$ cat src/rtl/tohost_sig_dumper_pkg.sv
// Shared constants and types for the TOHOST watcher and signature dumper.
// Chip address map defaults, AHB transfer codes and dump FSM states.
package tohost_sig_dumper_pkg;

   localparam logic [31:0] TOHOST_ADDR_DEF = 32'h8000_1000;
   localparam logic [31:0] DUMP_BGN_DEF    = 32'h8000_2000;
   localparam logic [31:0] DUMP_END_DEF    = 32'h8000_2100;
   localparam logic [31:0] PASS_CODE_DEF   = 32'h0000_0001;

   localparam logic [1:0] HTRANS_IDLE   = 2'b00;
   localparam logic [1:0] HTRANS_BUSY   = 2'b01;
   localparam logic [1:0] HTRANS_NONSEQ = 2'b10;
   localparam logic [1:0] HTRANS_SEQ    = 2'b11;

   localparam logic [2:0] HSIZE_WORD = 3'b010;

   typedef enum logic [2:0] {
      ST_IDLE = 3'd0,
      ST_ADDR = 3'd1,
      ST_DATA = 3'd2,
      ST_PUSH = 3'd3,
      ST_DONE = 3'd4
   } dump_state_e;

   function automatic logic [31:0] word_after(input logic [31:0] a);
      return a + 32'd4;
   endfunction

endpackage

$ cat src/rtl/tohost_sig_dumper_snoop.sv
// Passive AHB-Lite write snooper for the TOHOST exit word.
// Raises hit during the data phase of an honoured exit write.
module tohost_snoop
   import tohost_sig_dumper_pkg::*;
#(
   parameter logic [31:0] TOHOST_ADDR = TOHOST_ADDR_DEF,
   parameter logic [31:0] PASS_CODE   = PASS_CODE_DEF
) (
   input  logic        clk,
   input  logic        rst_n,
   input  logic        en,
   input  logic        s_hsel,
   input  logic [1:0]  s_htrans,
   input  logic        s_hwrite,
   input  logic [2:0]  s_hsize,
   input  logic [31:0] s_haddr,
   input  logic [31:0] s_hwdata,
   input  logic        s_hready,
   output logic        hit,
   output logic [31:0] code,
   output logic        pass
);

   logic        match_q, match_d;
   logic [31:0] code_q, code_d;
   logic        pass_q, pass_d;
   logic        active;

   // A transfer is active for NONSEQ and SEQ, i.e. HTRANS[1] set.
   assign active = (s_htrans == HTRANS_NONSEQ) || (s_htrans == HTRANS_SEQ);

   // Only an exit write (bit0 set) in an idle dumper counts as a hit.
   assign hit = match_q & s_hready & s_hwdata[0] & en;

   // Address phase tracking and exit-code capture.
   always_comb begin
      match_d = match_q;
      code_d  = code_q;
      pass_d  = pass_q;
      if (s_hready) begin
         match_d = s_hsel & active & s_hwrite &
                   (s_hsize == HSIZE_WORD) &
                   (s_haddr == TOHOST_ADDR);
      end
      if (hit) begin
         code_d = s_hwdata;
         pass_d = (s_hwdata == PASS_CODE);
      end
   end

   // Snoop state registers.
   always_ff @(posedge clk or negedge rst_n) begin
      if (!rst_n) begin
         match_q <= 1'b0;
         code_q  <= '0;
         pass_q  <= 1'b0;
      end else begin
         match_q <= match_d;
         code_q  <= code_d;
         pass_q  <= pass_d;
      end
   end

   assign code = code_q;
   assign pass = pass_q;

endmodule

$ cat src/rtl/tohost_sig_dumper.sv
// TOHOST watcher plus signature dumper: reads [DUMP_BGN, DUMP_END)
// over a single-outstanding AHB-Lite master and streams it out.
module tohost_sig_dumper
   import tohost_sig_dumper_pkg::*;
#(
   parameter logic [31:0] TOHOST_ADDR = TOHOST_ADDR_DEF,
   parameter logic [31:0] DUMP_BGN    = DUMP_BGN_DEF,
   parameter logic [31:0] DUMP_END    = DUMP_END_DEF,
   parameter logic [31:0] PASS_CODE   = PASS_CODE_DEF
) (
   input  logic        CLK,
   input  logic        RES_N,
   input  logic        S_HSEL,
   input  logic [1:0]  S_HTRANS,
   input  logic        S_HWRITE,
   input  logic [2:0]  S_HSIZE,
   input  logic [31:0] S_HADDR,
   input  logic [31:0] S_HWDATA,
   input  logic        S_HREADY,
   output logic [1:0]  M_HTRANS,
   output logic [31:0] M_HADDR,
   output logic [2:0]  M_HSIZE,
   output logic        M_HWRITE,
   input  logic        M_HREADY,
   input  logic        M_HRESP,
   input  logic [31:0] M_HRDATA,
   output logic        SIG_VALID,
   output logic [31:0] SIG_DATA,
   output logic        SIG_LAST,
   input  logic        SIG_READY,
   output logic        TOHOST_HIT,
   output logic [31:0] TOHOST_CODE,
   output logic        TOHOST_PASS,
   output logic        DUMP_BUSY,
   output logic        DUMP_DONE,
   output logic        DUMP_ERR
);

   dump_state_e state_q, state_d;
   logic [31:0] ptr_q, ptr_d;
   logic [1:0]  htrans_q, htrans_d;
   logic [31:0] haddr_q, haddr_d;
   logic [31:0] data_q, data_d;
   logic        valid_q, valid_d;
   logic        last_q, last_d;
   logic        busy_q, busy_d;
   logic        done_q, done_d;
   logic        err_q, err_d;
   logic        idle;
   logic        trig;
   logic [31:0] ptr_nxt;

   assign idle    = (state_q == ST_IDLE);
   assign ptr_nxt = word_after(ptr_q);

   tohost_snoop #(
      .TOHOST_ADDR (TOHOST_ADDR),
      .PASS_CODE   (PASS_CODE)
   ) u_snoop (
      .clk      (CLK),
      .rst_n    (RES_N),
      .en       (idle),
      .s_hsel   (S_HSEL),
      .s_htrans (S_HTRANS),
      .s_hwrite (S_HWRITE),
      .s_hsize  (S_HSIZE),
      .s_haddr  (S_HADDR),
      .s_hwdata (S_HWDATA),
      .s_hready (S_HREADY),
      .hit      (trig),
      .code     (TOHOST_CODE),
      .pass     (TOHOST_PASS)
   );

   // Dump sequencing: one read, one push, repeat until the end address.
   always_comb begin
      state_d  = state_q;
      ptr_d    = ptr_q;
      htrans_d = htrans_q;
      haddr_d  = haddr_q;
      data_d   = data_q;
      valid_d  = valid_q;
      last_d   = last_q;
      done_d   = done_q;
      err_d    = err_q;
      unique case (state_q)
         ST_IDLE: begin
            if (trig) begin
               if (DUMP_BGN == DUMP_END) begin
                  state_d = ST_DONE;
                  done_d  = 1'b1;
               end else begin
                  state_d  = ST_ADDR;
                  ptr_d    = DUMP_BGN;
                  htrans_d = HTRANS_NONSEQ;
                  haddr_d  = DUMP_BGN;
               end
            end
         end
         ST_ADDR: begin
            if (M_HREADY) begin
               state_d  = ST_DATA;
               htrans_d = HTRANS_IDLE;
            end
         end
         ST_DATA: begin
            if (M_HRESP) begin
               state_d = ST_DONE;
               err_d   = 1'b1;
               done_d  = 1'b1;
            end else if (M_HREADY) begin
               state_d = ST_PUSH;
               data_d  = M_HRDATA;
               valid_d = 1'b1;
               last_d  = (ptr_nxt == DUMP_END);
            end
         end
         ST_PUSH: begin
            if (SIG_READY) begin
               valid_d = 1'b0;
               last_d  = 1'b0;
               ptr_d   = ptr_nxt;
               if (ptr_nxt == DUMP_END) begin
                  state_d = ST_DONE;
                  done_d  = 1'b1;
               end else begin
                  state_d  = ST_ADDR;
                  htrans_d = HTRANS_NONSEQ;
                  haddr_d  = ptr_nxt;
               end
            end
         end
         ST_DONE: begin
            state_d = ST_DONE;
         end
         default: begin
            state_d = ST_IDLE;
         end
      endcase
      busy_d = (state_d == ST_ADDR) ||
               (state_d == ST_DATA) ||
               (state_d == ST_PUSH);
   end

   // Dump state and registered bus/stream outputs.
   always_ff @(posedge CLK or negedge RES_N) begin
      if (!RES_N) begin
         state_q  <= ST_IDLE;
         ptr_q    <= '0;
         htrans_q <= HTRANS_IDLE;
         haddr_q  <= '0;
         data_q   <= '0;
         valid_q  <= 1'b0;
         last_q   <= 1'b0;
         busy_q   <= 1'b0;
         done_q   <= 1'b0;
         err_q    <= 1'b0;
      end else begin
         state_q  <= state_d;
         ptr_q    <= ptr_d;
         htrans_q <= htrans_d;
         haddr_q  <= haddr_d;
         data_q   <= data_d;
         valid_q  <= valid_d;
         last_q   <= last_d;
         busy_q   <= busy_d;
         done_q   <= done_d;
         err_q    <= err_d;
      end
   end

   assign M_HTRANS   = htrans_q;
   assign M_HADDR    = haddr_q;
   assign M_HSIZE    = HSIZE_WORD;
   assign M_HWRITE   = 1'b0;
   assign SIG_VALID  = valid_q;
   assign SIG_DATA   = data_q;
   assign SIG_LAST   = last_q;
   assign TOHOST_HIT = trig;
   assign DUMP_BUSY  = busy_q;
   assign DUMP_DONE  = done_q;
   assign DUMP_ERR   = err_q;

endmodule

$ cat config.mk
export PLATFORM = sky130hd
export DESIGN_NAME = tohost_sig_dumper
export DESIGN_NICKNAME = d
export VERILOG_FILES = /design/src/rtl/tohost_sig_dumper_pkg.sv /design/src/rtl/tohost_sig_dumper_snoop.sv /design/src/rtl/tohost_sig_dumper.sv
export SDC_FILE = /design/constraint.sdc
export NUM_CORES = 1
export LEC_CHECK = 0
export BUFFER_PORTS_ARGS = -buffer_cell sky130_fd_sc_hd__buf_4
export CAP_MARGIN = 20
export CORE_ASPECT_RATIO = 1.1
export CORE_UTILIZATION = 30
export CTS_BUF_LIST = sky130_fd_sc_hd__clkbuf_8
export DETAILED_ROUTE_END_ITERATION = 10
export GPL_TIMING_DRIVEN = 0
export PLACE_DENSITY = 0.57
export REMOVE_ABC_BUFFERS = 1
export SKIP_CTS_REPAIR_TIMING = 1
export SYNTH_ARGS = -nofsm -noshare
export SYNTH_HDL_FRONTEND = slang
export SYNTH_HIERARCHICAL = 1
export SYNTH_SLANG_ARGS = --single-unit
$ cat constraint.sdc
create_clock -name CLK -period 3.21 [get_ports CLK]
set_clock_uncertainty 0.15 [all_clocks]
set_input_delay 0.1605 -clock CLK [delete_from_list [all_inputs] [get_ports CLK]]
set_output_delay 0.1605 -clock CLK [all_outputs]
set_load 0.1 [all_outputs]
==> flow_summary.json, run 1 <==
{
  "synth_seq_cells": 139,
  "grt_max_degree": 66,
  "grt_pass1_wl_mm": 32.0,
  "dpl.hpwl_mm": 15.0,
  "place_inst": 1203,
  "run_status": "finished with violations",
  "areaGrowthSynthToFinish_pct": 45.1,
  "numCtsBuffers": 17,
  "crit_chain": "nand4_4 -> or3_1 -> o31ai_4 -> o211ai_1 -> nor4_4 -> a31oi_4 -> buf_4 -> mux2i_1",
  "worstPathMaxFanout": 10,
  "power_mw": 5.82,
  "worst_slew_pin_slew_ps": 947,
  "max-cap-violations": 0,
  "vias": 6408,
  "drt_first_pass_iters": 5,
  "crit_arrival_ps": 3290,
  "fin_cells": 1320,
  "finalSetupViolCount": 0,
  "total_leakage_power_nw": 4.93,
  "finalMaxSlewViolations": 0,
  "drt-total-wl_mm": 22.1,
  "holdCritPathClass": "in -> reg",
  "critPathSlowestCell": "or3_1",
  "core_area_um2": 22900,
  "async_flop_share": 1.00,
  "final.fill_count": 2168,
  "htree_levels": 4,
  "synth_cell_types": 65,
  "die_h_um": 163,
  "antenna_found_initial": 0,
  "wl_per_cell_um": 16.7,
  "drtAntennaViolNets": 0,
  "path_clk_slew_ps": 90,
  "crit_buf_inv": 1,
  "final_nets": 1118,
  "ys_seq_area_frac": 0.493,
  "p_per_area_nw_per_um2": 569,
  "synth_warnings": 6,
  "vdd_drop_max_mv": 0.249,
  "grt-ovfl-total": 0,
  "grt_pass1_vias": 5858,
  "dpl_worst_slack_ps": -938,
  "hold_violations": 1,
  "synth_area_um2": 7050,
  "via_per_inst": 4.85,
  "port_buffers": 211,
  "synth_ff_type": "dfrtp_1",
  "fp.dieW_um": 148,
  "fin_ws_ps": 112,
  "num_antenna_cells": 0,
  "cp-start-kind": "register",
  "worst-setup-path-type": "reg -> reg",
  "dpl_cell_area_um2": 8920,
  "final_core_util": 0.446,
  "clk_path_buf_depth": 2,
  "track_usage": 0.172,
  "final_common_cell": "buf_4",
  "crit_path_end_kind": "register",
  "failed_checks": "negative hold slack",
  "die_area_um2": 24100,
  "hold_slack_ps": -12.9,
  "start_util": 0.307,
  "cts.root.buffer_cell": "clkbuf_8",
  "pin_count": 218,
  "crit_family": "simple AND/OR/NAND/NOR gates",
  "final_layout_size_suffix_gt1_frac": 0.325,
  "synthCells": 738,
  "finish.instance_area_um2": 10200,
  "num_rows": 58,
  "place.gp.congestion": 0.915,
  "drc": 0,
  "fin_crit_ps": 3100,
  "cpPeakStageDelay_ps": 580,
  "syn_area_per_cell_um2": 9.55,
  "mostFrequentLayoutCells": "buf_4 (224), nand2_1 (193), dfrtp_1 (133)",
  "synth_edf_count": 0,
  "cts_tree": "done",
  "slew_headroom": 0.368,
  "max_freq_mhz": 323,
  "finalCritPeriodShare": 0.965,
  "drtIter0Drc": 393,
  "crit_required_ps": 3400,
  "cts_num_sinks": 139,
  "fin_setup_tns_ps": 0,
  "multi_input_area_um2": 3390,
  "insertion_delay_ps": 450,
  "regArea_um2": 3490
}
synthesized netlist by cell type (3+ instances only):
cell      number  area (um2)
nand2_1      195         732
dfrtp_1      139        3480
o21ai_0       34         170
nor2_1        31         116
clkbuf_1      28         105
mux2_4        26         390
xnor2_1       24         210
nor4_1        20         125
o22ai_1       18         113
nand4_1       17         106
nor3_1        17        85.1
buf_2         14        70.1
nand3_1       14        70.1
o21ai_1       12        60.1
a21oi_1       11        55.1
xor2_1        11        96.3
inv_1          9        33.8
mux2i_1        9        90.1
buf_4          8        60.1
and4_1         7        61.3
and3_1         6        37.5
mux2_2         5        56.3
nor4b_1        5        43.8
a211oi_1       4        30.0
and2_1         4        25.0
o31ai_1        4        30.0
or4_1          4        30.0
a31oi_1        3        18.8
buf_6          3        33.8
nand2b_1       3        18.8
o31a_1         3        26.3
logic make-up after synthesis:
family | Yosys count | share of synthesized area
AND/OR/NAND/NOR | 344 | 0.236
flip-flops | 139 | 0.493
AO/OA/AOI/OAI | 111 | 0.101
buffers and inverters | 65 | 0.0446
multiplexers | 40 | 0.0761
XOR/XNOR | 35 | 0.0435
adder cells (fa/ha/maj) | 2 | 0.00355
other | 2 | 0.00107
worst min-delay path: stages:
cell and delay [ps]:
buf_4 100, nand2_1 50, o31ai_1 50, nand2_1 60, nand2_1 60, nand2_1 50
per-layer routing:
metal	up-vias	GRT usage	wire (um)
met1	3042	0.209	9160
met5	-	0	0
met3	25	0.0546	1790
met2	236	0.288	10800
li1	3105	-	-
met4	0	0.0544	306
state kept, by name (all words and copies together) (netlist names):
register and flops:
SIG_DATA 32, u_snoop/match_q 1, DUMP_BUSY 1, state_q 3, u_snoop/pass 1, u_snoop/code 32, SIG_LAST 1, SIG_VALID 1
M_HADDR 32, ptr_q 32, DUMP_DONE 1, M_HTRANS 1, DUMP_ERR 1
report_power, final:
| group | switching (mW) | leakage [nW] | internal, mW |
|---|---|---|---|
| clock network | 0.783 | 0.182 | 0.584 |
| registers | 0.213 | 1.87 | 1.97 |
| logic | 1.72 | 2.88 | 0.558 |
| total | 2.71 | 4.93 | 3.11 |
final cells by class:
type,count,area share
Clock buffer,18,0.0242
Tap cell,300,0.0367
Sequential cell,139,0.341
Clock inverter,14,0.0126
Multi-Input combinational cell,539,0.332
Timing Repair Buffer,300,0.250
Inverter,10,0.00367
worst paths after layout:
check	end	from	slack (ps)	cells past startpoint
setup / recovery	M_HADDR[8]	ptr_q[10]	110	8
max in group asynchronous	SIG_DATA[21]	RES_N	1880	3
setup reg to reg	M_HADDR[8]	ptr_q[10]	110	8
hold / removal	SIG_VALID	SIG_READY	-10	6
hold reg to reg	DUMP_DONE	DUMP_DONE	320	1
min in group asynchronous	SIG_DATA[23]	RES_N	130	3
Power figures use the tool's default switching activity.
==> run 2: changes to the inputs <==
--- a/config.mk
+++ b/config.mk
@@ -12,7 +12,7 @@
 export CTS_BUF_LIST = sky130_fd_sc_hd__clkbuf_8
 export DETAILED_ROUTE_END_ITERATION = 10
 export GPL_TIMING_DRIVEN = 0
-export PLACE_DENSITY = 0.57
+export PLACE_DENSITY = 0.61
 export REMOVE_ABC_BUFFERS = 1
 export SKIP_CTS_REPAIR_TIMING = 1
 export SYNTH_ARGS = -nofsm -noshare
==> run 2 against run 1 <==
Effect of this change:
- the flow still finishes with violations (negative hold slack)
- combinational power hardly changed
- core utilization is 0.060 points lower
- sequential power hardly changed
- count of clock-buffer cells in the layout is 1 lower
- critical endpoint is now M_HADDR[19]
==> flow_summary.json, run 2 (synthesized netlist as in run 1, its figures left out) <==
{
  "final_core_util": 0.445,
  "wl_per_cell_um": 16.3,
  "failed_checks": "negative hold slack",
  "insertion_delay_ps": 460,
  "cts_tree": "done",
  "crit_top_cell": "nor4b_4",
  "core_area_um2": 22900,
  "max_freq_mhz": 329,
  "path_clk_slew_ps": 90,
  "cpPeakStageDelay_ps": 520,
  "antenna_found_initial": 0,
  "via_per_inst": 4.85,
  "place.gp.congestion": 0.897,
  "port_buffers": 211,
  "areaGrowthSynthToFinish_pct": 44.9,
  "drc": 0,
  "clk_path_buf_depth": 2,
  "grt_pass1_wl_mm": 31.8,
  "pin_count": 218,
  "die_h_um": 163,
  "cts_num_sinks": 139,
  "vdd_drop_max_mv": 0.255,
  "grt_max_degree": 86,
  "crit_arrival_ps": 3270,
  "mostFrequentLayoutCells": "buf_4 (223), nand2_1 (194), dfrtp_1 (132)",
  "hold_slack_ps": -3.22,
  "hold_end": "SIG_VALID",
  "pwr-share-comb": 0.387,
  "pwr-share-clk": 0.242,
  "worstPathMaxFanout": 7,
  "crit_family": "simple AND/OR/NAND/NOR gates",
  "whs_path_depth": 6,
  "r2r-end": "M_HADDR[19]",
  "fp.dieW_um": 148,
  "crit_path_end_kind": "register",
  "holdCritPathClass": "in -> reg",
  "vias": 6395,
  "finalCritPeriodShare": 0.948,
  "worst_slew_pin_slew_ps": 892,
  "run_status": "finished with violations",
  "crit_chain": "nand4_1 -> nor4b_4 -> and3_1 -> a31oi_1 -> nor4b_4 -> a31oi_4 -> buf_4 -> o21ai_1",
  "grt-ovfl-total": 0,
  "worst-setup-path-type": "reg -> reg",
  "htree_levels": 4,
  "fin_crit_ps": 3040,
  "drtAntennaViolNets": 0,
  "critPathSlowestCell": "dfrtp_1",
  "switching_share": 0.462,
  "reg2reg_slack_ps": 170,
  "finalSetupViolCount": 0,
  "dpl.hpwl_mm": 14.3,
  "r2r-start": "ptr_q[19]",
  "crit_required_ps": 3440,
  "p_per_area_nw_per_um2": 575,
  "grt_pass1_vias": 6059,
  "die_area_um2": 24100,
  "num_rows": 58,
  "drt_first_pass_iters": 4,
  "seq_power_share": 0.370,
  "final.fill_count": 2165,
  "hp-start": "SIG_READY",
  "slew_headroom": 0.403,
  "final_layout_size_suffix_gt1_frac": 0.328,
  "max-cap-violations": 0,
  "power_switching_mw": 2.72,
  "num_antenna_cells": 0,
  "hold_violations": 1,
  "intPower_mw": 3.16,
  "drtIter0Drc": 405,
  "final_nets": 1117,
  "cp-start-kind": "register",
  "drt-total-wl_mm": 21.6,
  "start_util": 0.307,
  "ff2ff_path_depth": 8,
  "crit_buf_inv": 1,
  "cts.root.buffer_cell": "clkbuf_8",
  "track_usage": 0.169,
  "numCtsBuffers": 17,
  "final_common_cell": "buf_4",
  "finalMaxSlewViolations": 0,
  "rsz0062_at_grt": "no",
  "total_leakage_power_nw": 4.92
}
==> run 2: layer usage <==
metal / vias up / wire length [um] / GRT usage
li1: 3104 / - / -
met1: 3052 / 9150 / 0.209
met2: 218 / 10600 / 0.287
met3: 21 / 1450 / 0.0412
met4: 0 / 340 / 0.0553
met5: - / 0 / 0
==> run 2: worst min-delay path, cell delays in order <==
cell and delay [ps]:
buf_4 100, nand2_1 50, o31ai_1 50, nand2_1 80, nand2_1 70, nand2_1 50
==> run 2: area by class of cell <==
class	count	area, um2	area share
flip-flops and latches	139	3490	0.341
multi-input cells	539	3400	0.333
repair buffers	299	2520	0.247
well taps	300	375	0.0367
clock buffers	17	234	0.0229
clock inverters	15	153	0.0149
inverters	10	37.5	0.00367
==> run 2: power groups by stage <==
stage / registers, mW / clock network (mW) / logic, mW
2_1_floorplan: 3.45 / 0 / 0.352
3_3_place_gp: 2.19 / 0 / 2.18
3_5_place_dp: 2.20 / 0 / 2.19
4_1_cts: 2.17 / 1.48 / 2.20
5_1_grt: 2.21 / 1.55 / 2.38
6_report: 2.18 / 1.42 / 2.28
==> run 2: how the worst max path moves through the flow <==
stage             endpoint  depth (start not counted)  slack, ps  startpoint
4_1_cts          ptr_q[26]                          9      -1020  state_q[0]
6_report       M_HADDR[19]                          8        170   ptr_q[19]
5_1_grt          ptr_q[30]                          9          2  state_q[1]
3_3_place_gp     ptr_q[30]                          7      -1710  state_q[1]
2_1_floorplan    ptr_q[26]                          8       -800  state_q[0]
3_5_place_dp     ptr_q[26]                          9       -990  state_q[0]
==> run 2: metrics by stage <==
stage / setup slack [ps] / total power, mW / instances / TNS [ps] / cell area, um2
after floorplan: -800 / 3.80 / 686 / -26250 / 6780
after global placement: -1710 / 4.37 / 1197 / -66390 / 8740
after detailed placement: -990 / 4.39 / 1203 / -28360 / 8880
after CTS: -1020 / 5.84 / 1235 / -30850 / 9270
after global routing: 2.20 / 6.14 / 1319 / 0 / 10200
final: 168 / 5.88 / 1319 / 0 / 10200
